$ cat src/rtl/id_branch_unit.sv
// ID-stage branch/jump resolver: operand forwarding, condition evaluation, a BHT of
// saturating counters, a registered redirect with wrong-path squash, and statistics counters.
module id_branch_unit #(
  parameter int BUS_WIDTH        = 64,
  parameter int BHT_DEPTH        = 64,
  parameter int CTR_WIDTH        = 2,
  parameter int FWD_SOURCES      = 3,
  parameter int BRANCH_SRC_WIDTH = 3,
  parameter int STAT_WIDTH       = 32
) (
  input  logic                               clk,
  input  logic                               rst,
  input  logic [BUS_WIDTH-1:0]               if_pc,
  output logic                               if_predict_taken,
  input  logic                               valid_in,
  input  logic                               stall,
  input  logic [BUS_WIDTH-1:0]               pc,
  input  logic [BUS_WIDTH-1:0]               imm,
  input  logic                               pred_in,
  input  logic                               jump_src,
  input  logic                               jalr_src,
  input  logic [BRANCH_SRC_WIDTH-1:0]        branch_src,
  input  logic [BUS_WIDTH-1:0]               read_data1,
  input  logic [BUS_WIDTH-1:0]               read_data2,
  input  logic [FWD_SOURCES-1:0]             fwd_sel_a,
  input  logic [FWD_SOURCES-1:0]             fwd_sel_b,
  input  logic [FWD_SOURCES*BUS_WIDTH-1:0]   fwd_vals,
  output logic                               redirect_valid,
  output logic [BUS_WIDTH-1:0]               redirect_pc,
  output logic                               branch_taken,
  output logic [STAT_WIDTH-1:0]              branch_count,
  output logic [STAT_WIDTH-1:0]              mispredict_count
);

  localparam int IDX = $clog2(BHT_DEPTH);
  localparam logic [CTR_WIDTH-1:0] CTR_INIT = CTR_WIDTH'((1 << (CTR_WIDTH - 1)) - 1);
  localparam logic [CTR_WIDTH-1:0] CTR_MAX  = '1;
  localparam logic [CTR_WIDTH-1:0] CTR_MIN  = '0;

  localparam logic [BRANCH_SRC_WIDTH-1:0] BR_NONE = BRANCH_SRC_WIDTH'(0);
  localparam logic [BRANCH_SRC_WIDTH-1:0] BR_BEQ  = BRANCH_SRC_WIDTH'(1);
  localparam logic [BRANCH_SRC_WIDTH-1:0] BR_BNE  = BRANCH_SRC_WIDTH'(2);
  localparam logic [BRANCH_SRC_WIDTH-1:0] BR_BLT  = BRANCH_SRC_WIDTH'(3);
  localparam logic [BRANCH_SRC_WIDTH-1:0] BR_BGE  = BRANCH_SRC_WIDTH'(4);
  localparam logic [BRANCH_SRC_WIDTH-1:0] BR_BLTU = BRANCH_SRC_WIDTH'(5);
  localparam logic [BRANCH_SRC_WIDTH-1:0] BR_BGEU = BRANCH_SRC_WIDTH'(6);

  logic [CTR_WIDTH-1:0] bht [BHT_DEPTH];
  logic                 squash;
  logic [BUS_WIDTH-1:0] op_a;
  logic [BUS_WIDTH-1:0] op_b;
  logic                 act;
  logic                 is_jump;
  logic                 is_branch;
  logic                 cond_true;
  logic                 mispredict;
  logic                 redirect_next;
  logic [BUS_WIDTH-1:0] target_pc;
  logic [BUS_WIDTH-1:0] seq_pc;
  logic [BUS_WIDTH-1:0] jalr_sum;
  logic [BUS_WIDTH-1:0] next_pc;
  logic [IDX-1:0]       id_idx;
  logic [IDX-1:0]       if_idx;
  logic                 unused_bits;

  // Iterating from the oldest source down makes the lowest set enable win.
  always_comb begin
    op_a = read_data1;
    op_b = read_data2;
    for (int k = FWD_SOURCES - 1; k >= 0; k--) begin
      if (fwd_sel_a[k]) op_a = fwd_vals[k*BUS_WIDTH +: BUS_WIDTH];
      if (fwd_sel_b[k]) op_b = fwd_vals[k*BUS_WIDTH +: BUS_WIDTH];
    end
  end

  assign act     = valid_in & ~stall & ~squash;
  assign is_jump = jump_src;

  always_comb begin
    cond_true = 1'b0;
    is_branch = ~jump_src;
    case (branch_src)
      BR_BEQ:  cond_true = (op_a == op_b);
      BR_BNE:  cond_true = (op_a != op_b);
      BR_BLT:  cond_true = ($signed(op_a) <  $signed(op_b));
      BR_BGE:  cond_true = ($signed(op_a) >= $signed(op_b));
      BR_BLTU: cond_true = (op_a <  op_b);
      BR_BGEU: cond_true = (op_a >= op_b);
      BR_NONE: is_branch = 1'b0;
      default: is_branch = 1'b0;
    endcase
  end

  assign target_pc = pc + imm;
  assign seq_pc    = pc + BUS_WIDTH'(4);
  assign jalr_sum  = op_a + imm;

  always_comb begin
    next_pc = cond_true ? target_pc : seq_pc;
    if (is_jump) next_pc = jalr_src ? {jalr_sum[BUS_WIDTH-1:1], 1'b0} : target_pc;
  end

  // Jumps always redirect; conditional branches only when the IF guess was wrong.
  assign mispredict    = act & is_branch & (cond_true != pred_in);
  assign redirect_next = (act & is_jump) | mispredict;
  assign branch_taken  = act & (is_jump | (is_branch & cond_true));

  assign id_idx           = pc[IDX+1:2];
  assign if_idx           = if_pc[IDX+1:2];
  assign if_predict_taken = bht[if_idx][CTR_WIDTH-1];
  assign unused_bits      = ^{if_pc[BUS_WIDTH-1:IDX+2], if_pc[1:0]};

  always_ff @(posedge clk or posedge rst) begin
    if (rst) begin
      for (int i = 0; i < BHT_DEPTH; i++) bht[i] <= CTR_INIT;
    end else if (act && is_branch) begin
      if (cond_true && bht[id_idx] != CTR_MAX)
        bht[id_idx] <= bht[id_idx] + CTR_WIDTH'(1);
      else if (!cond_true && bht[id_idx] != CTR_MIN)
        bht[id_idx] <= bht[id_idx] - CTR_WIDTH'(1);
    end
  end

  // The squash flag tracks the redirect pulse but freezes while ID is stalled,
  // so a wrong-path instruction held by a stall is still ignored when released.
  always_ff @(posedge clk or posedge rst) begin
    if (rst) begin
      redirect_valid <= 1'b0;
      redirect_pc    <= '0;
      squash         <= 1'b0;
    end else begin
      redirect_valid <= redirect_next;
      if (redirect_next) redirect_pc <= next_pc;
      if (!stall) squash <= redirect_next;
    end
  end

  always_ff @(posedge clk or posedge rst) begin
    if (rst) begin
      branch_count     <= '0;
      mispredict_count <= '0;
    end else begin
      if (act && is_branch && branch_count != '1)
        branch_count <= branch_count + STAT_WIDTH'(1);
      if (mispredict && mispredict_count != '1)
        mispredict_count <= mispredict_count + STAT_WIDTH'(1);
    end
  end

endmodule
$ cat config.mk
export PLATFORM = sky130hd
export DESIGN_NAME = id_branch_unit
export DESIGN_NICKNAME = d
export VERILOG_FILES = /design/src/rtl/id_branch_unit.sv
export SDC_FILE = /design/constraint.sdc
export NUM_CORES = 2
export LEC_CHECK = 0
export CAP_MARGIN = 15
export CORE_AREA = 2 2 258 260
export CTS_BUF_LIST = sky130_fd_sc_hd__clkbuf_8
export DETAILED_ROUTE_END_ITERATION = 8
export DIE_AREA = 0 0 260 262
export PLACE_DENSITY = 0.78
export SLEW_MARGIN = 20
export SYNTH_ARGS = -nofsm -noshare
export SYNTH_HDL_FRONTEND = slang
export SYNTH_SLANG_ARGS = --single-unit
$ cat constraint.sdc
create_clock -name clk -period 25.7 [get_ports clk]
set_clock_uncertainty 0.05 [all_clocks]
set_input_delay 5.14 -clock clk [delete_from_list [all_inputs] [get_ports clk]]
set_output_delay 5.14 -clock clk [all_outputs]
set_load 0.005 [all_outputs]
# Yosys cells after proc, flatten, opt, wreduce, memory -nomap -nowiden
# Cells that the tools add are included.
dict set report totals {
  register_bits 258
}
dict set report op_classes {
  n_addsub 7
  order_cmp 7
  eq_ne 12
  n_mux 23
  n_bitwise 14
  n_reduce_logical 11
}
# op n
set ops {}
lappend ops {{$mux W64} 9}
lappend ops {{$bwmux W128} 2}
lappend ops {{$mux W128} 2}
lappend ops {{$add A64 B64 Y64} 2}
lappend ops {{$ge A64 B64 Y1} 2}
lappend ops {{$lt A64 B64 Y1} 2}
lappend ops {{$add A32 B1 Y32 const B} 2}
lappend ops {{$add A64 B3 Y64 const B} 1}
lappend ops {{$eq A64 B64 Y1} 1}
lappend ops {{$ne A32 B32 Y1 const B} 2}
lappend ops {{$ne A64 B64 Y1} 1}
lappend ops {{$bmux W2 S6} 2}
lappend ops {{$ge A7 B7 Y1 const B} 2}
lappend ops {{$not A6 Y7} 2}
lappend ops {{$demux W2 S6} 1}
lappend ops {{$mux W2} 5}
lappend ops {{$eq A3 B3 Y1 const B} 3}
lappend ops {{$and A1 B1 Y1} 7}
lappend ops {{$lt A7 B1 Y1 const B} 1}
lappend ops {{$eq A3 B2 Y1 const B} 2}
lappend ops {{$logic_and A1 B1 Y1} 6}
lappend ops {{$pmux W1 S6} 1}
lappend ops {{$reduce_or A6 Y1} 1}
lappend ops {{$reduce_bool A2 Y1} 2}
lappend ops {{other kinds (10)} 13}

# Logic depth before layout (Yosys ltp)
dict set report depth {
  word_depth 9
  depth_mapped 23
}

# Worst setup path after synthesis
# OpenSTA, ideal clock, no wires.
dict set report synth_timing {
  path_type {input -> output}
  start {in fwd_sel_b[2]}
  end {out branch_taken}
  arrival_ns 8.956
  t_required_ns 20.510
  setup_slack_ns 11.554
  stages 19
  cell_sequence {clkbuf_1 -> buf_1 -> mux2i_1 -> nor2_1 -> a21oi_1 -> nor2_1 -> a21oi_1 -> ha_1 -> a21oi_1 -> o21ai_1 -> a221oi_1 -> o21ai_1 -> a211oi_1 -> a21o_1 -> a21oi_1 -> a311oi_4 -> buf_2 -> nor2_1 -> nor2_1}
}
dict set report synth_via {
  elab_chain_cells 8
  word_cells_on_any_way 13
}
# element line_no
set synth_lines {}
lappend synth_lines {{start, declared} 26} ;# input logic [FWD_SOURCES-1:0] fwd_sel_b,
lappend synth_lines {{$mux W64 (*) (3 in a row)} 72} ;# if (fwd_sel_b[k]) op_b = fwd_vals[k*BUS_WIDTH +: BUS_WIDTH];
lappend synth_lines {{$ge A64 B64 Y1 (tied with other cells)} 88} ;# BR_BGEU: cond_true = (op_a >= op_b);
lappend synth_lines {{$pmux W1 S6 (*)} 82} ;# case (branch_src)
lappend synth_lines {{$and A1 B1 Y1 (*)} 106} ;# assign branch_taken = act & (is_jump | (is_branch & cond_true));
lappend synth_lines {{$or A1 B1 Y1 (*)} 106}
lappend synth_lines {{$and A1 B1 Y1 (*)} 106}
lappend synth_lines {{end, declared} 30} ;# output logic branch_taken,
# Every way passes the cells marked *; elsewhere a longest branch is shown, timed or not.

# Worst setup path in the final report
dict set report layout_timing {
  start {in fwd_sel_a[2]}
  end {out branch_taken}
}
dict set report layout_via {
  elab_chain_cells 8
  word_cells_on_any_way 13
}
# element line_no
set layout_lines {}
lappend layout_lines {{start, declared} 25} ;# input logic [FWD_SOURCES-1:0] fwd_sel_a,
lappend layout_lines {{$mux W64 (*) (3 in a row)} 71} ;# if (fwd_sel_a[k]) op_a = fwd_vals[k*BUS_WIDTH +: BUS_WIDTH];
lappend layout_lines {{$ge A64 B64 Y1 (tied with other cells)} 88}
lappend layout_lines {{$pmux W1 S6 (*)} 82}
lappend layout_lines {{$and A1 B1 Y1 (*)} 106}
lappend layout_lines {{$or A1 B1 Y1 (*)} 106}
lappend layout_lines {{$and A1 B1 Y1 (*)} 106}
# Marked as above.

==> metrics.txt <==
top fanout value on the critical path 45; Core ar. 65,300 sq um; Area contributors post-synth sky130_fd_sc_hd__dfrtp_1 (18%), sky130_fd_sc_hd__ha_1 (9.0%), sky130_fd_sc_hd__a21oi_1 (8.1%); most numerous cell in the Yosys netlist sky130_fd_sc_hd__nor2_1; average wire per cell in the routed design 22.6 microns; number of max-capacitance violations reported 0; clock root buffer sky130_fd_sc_hd__clkbuf_8; post_cts resized 0; Post-Syn Nets 4,161; I/O Pins 659; count of flip-flops with a built-in enable after synthesis 0; P_sw roughly 0.63 mW; ratio of cells with drive above 1 in the final layout 8.92%; CP Data Required Time 20.51 ns; Switching Share 38.7%; number of antenna-violating nets in the routed design 0; share of synthesized registers carrying an async set or reset 100%; worst path cell trace buf_4 -> buf_4 -> mux2i_1 -> nor2_1 -> a21oi_1 -> nor2_1 -> a21oi_1 -> inv_1 -> ha_1 -> nand4_1 -> nor3_1 -> nand4_1 -> a41oi_1 -> a211oi_1 -> nand4_1 -> a31oi_1 -> a311oi_4 -> buf_4 -> nor2_1 -> nor2_1 -> clkdlybuf4s50_1; final cell count without fillers 4,805; clock sink count 258; global-route wire length before repair 157,000 microns; synth unique cells approximately 80; detailed placer's ending HPWL roughly 86,000 microns; sequential fraction of the synthesis area 24.2%; internal power between 0.9 and 1 mW; Total Die Area 68,100 sq um; Yosys top cell area share between 10% and 20%; final critical path time including I/O delays and setup 16.47 ns; CTS Hold Bufs 0; Setup crit start kind primary input; via count of the first global-routing pass around 26,000; total number of yosys warnings 0; smallest setup slack after layout just over 9 ns; post-route DRC violation count 0; CP max stage cell sky130_fd_sc_hd__buf_4; worst-margin pin slew around 1.1 ns; mean instance size in the synthesized netlist 7.84 sq um; Site Rows 94; total via count after detailed routing 28,500; H-tree depth 2; arrival time at the worst endpoint 11.28 ns; Post-CTS Repair Setup Buffers 0; crit-path most repeated cell sky130_fd_sc_hd__nor2_1; Clock Path Buffers 3; violation count after the first detailed-routing iteration 2,816; Final Hold Vio Count 0; worst slew margin relative to its limit 23.9%; leakage power of the design about 14 nW; clock latency on the worst-skew pair 0.62 ns; fill count 6,264; Vias/cell about 5.9; height of the die 262 microns; clock buffers created by TritonCTS 42; cells after synthesis 3,437; total of flip-flops plus latches after synthesis 258; final core utilization between 50% and 60%; pre-CTS setup slack 9.44 ns; most used flip-flop cell after synthesis sky130_fd_sc_hd__dfrtp_1; count of input and output buffers 600; Power Density around 47 nW/um^2; proportion of power drawn by the clock network 23.4%; synthesized cell area 27,000 sq um; nets 4,624; Placed Cells 4,720; clock-pin slew reported for the worst setup and hold paths after clock tree synthesis 0.06 ns; unrepaired setup endpoints after global routing false; Setup crit end kind output pin; First-pass DRT Iterations 5; effective utilization at floorplan between 40% and 50%; top cell type by total area after synthesis sky130_fd_sc_hd__dfrtp_1; final-report setup violation count 0; worst setup path category in2out; Tot GR Track Use 29.9%; area growth from synthesis to final layout 27.4%; number of antenna violations at the first check in global routing 17; fraction of the cycle the final worst path needs between 60% and 70%; clock tree from TritonCTS yes; Max Clock Freq 60.7 MHz; routability congestion estimate from global placement 0.988; remaining global-route overflow 0; DIE WIDTH about 260 microns; total wire length 109,000 microns; worst hold-check path type reg2reg; highest ir drop seen on vdd about 0.043 mV; register share of total power slightly above 30%; power share of the combinational group 45.6%; count of final max-slew check failures 0; final-layout setup total negative slack 0 ns; maximum single-stage delay on the critical path 0.71 ns; pin count of the biggest net entering global routing 101; status finished clean; most used standard cells in the synthesized netlist sky130_fd_sc_hd__nor2_1 (442), sky130_fd_sc_hd__a21oi_1 (438), sky130_fd_sc_hd__nand2_1 (315)
[final timing paths]
path	startpoint	end	cells past startpoint	slack (ns)
max	fwd_sel_a[2]	branch_taken	21	9.23
max reg2reg	register	bht[93]$_DFFE_PP0P_	11	21.43
min reg2reg	redirect_pc[61]$_DFFE_PP0P_	redirect_pc[61]$_DFFE_PP0P_	2	0.43
min	redirect_pc[61]$_DFFE_PP0P_	redirect_pc[61]$_DFFE_PP0P_	2	0.43
min in group asynchronous	rst	redirect_pc[53]$_DFFE_PP0P_	2	4.94
max in group asynchronous	rst	bht[85]$_DFFE_PP0P_	4	18.58
[metrics by stage]
| step | area (sq um) | power [mW] | hold WS [ns] |
|---|---|---|---|
| global route | 34300 | 1.72 | 0.456 |
| floorplan | 27000 | 0.909 | 0.423 |
| finish | 34400 | 1.63 | 0.430 |
| CTS | 34300 | 1.63 | 0.435 |
| global placement | 33500 | 1.23 | 0.413 |
| detailed placement | 33500 | 1.24 | 0.422 |
[placed cells by master, fill, tap and decap left out, drive strengths merged, types with 40 or more instances in the layout]
cell	Yosys	final
a21o	68	68
a21oi	439	439
clkbuf	172	50
clkdlybuf4s50	0	592
dfrtp	194	194
dfstp	64	64
ha	194	194
inv	59	80
mux2	136	136
mux2i	158	158
nand2	315	315
nand3	85	85
nand4	84	84
nor2	442	442
nor3	41	41
o21ai	225	225
o22ai	40	40
xnor2	153	153
xor2	82	82
[cells by family (layout without fill, tap and decap cells)]
logic type | count (synthesis) | count (layout) | share of synthesized area, %
and+or+nand+nor | 1158 | 1158 | 19.7
AOI/OAI and AO/OA | 1009 | 1009 | 22.2
muxes | 315 | 315 | 13.3
buffers and inverters | 266 | 763 | 3.76
DFF | 258 | 258 | 24.2
xor gates and xnor gates | 235 | 235 | 7.64
adders and majority gates | 196 | 196 | 9.15
other | 0 | 7 | 0
[layer usage]
metal / part of all wire [%] / global-route usage [%]
met1: 42 / 40.7
met5: 0.16 / 0
met3: 9.9 / 7.68
met4: 2.9 / 7.93
met2: 45 / 47.0
[power groups by stage]
stage | Clock [mW] | Sequential [mW] | Combinational [mW]
detailed placement | 0 | 0.509 | 0.731
global placement | 0 | 0.507 | 0.725
finish | 0.381 | 0.503 | 0.742
global route | 0.409 | 0.509 | 0.805
floorplan | 0 | 0.499 | 0.410
CTS | 0.390 | 0.503 | 0.736
[cell type report]
| class | instances | area, sq um | share of cell area (%) |
|---|---|---|---|
| diodes | 7 | 17.5 | 0.0510 |
| repair buffers | 626 | 6180 | 18.0 |
| flip-flops and latches | 258 | 6540 | 19.0 |
| well taps | 864 | 1080 | 3.15 |
| multi-input cells | 2913 | 19400 | 56.6 |
| clock inverters | 28 | 186 | 0.543 |
| inverters | 59 | 229 | 0.667 |
| clock buffers | 50 | 688 | 2.00 |
[critical path: cells and delay by family]
family | cells | cell delay [ns]
compound gates | 6 | 1.75
buf+inv | 5 | 2.10
simple gates | 8 | 1.55
fa+ha+maj | 1 | 0.36
mux | 1 | 0.26
No activity file was read; power rests on OpenSTA's default activity.
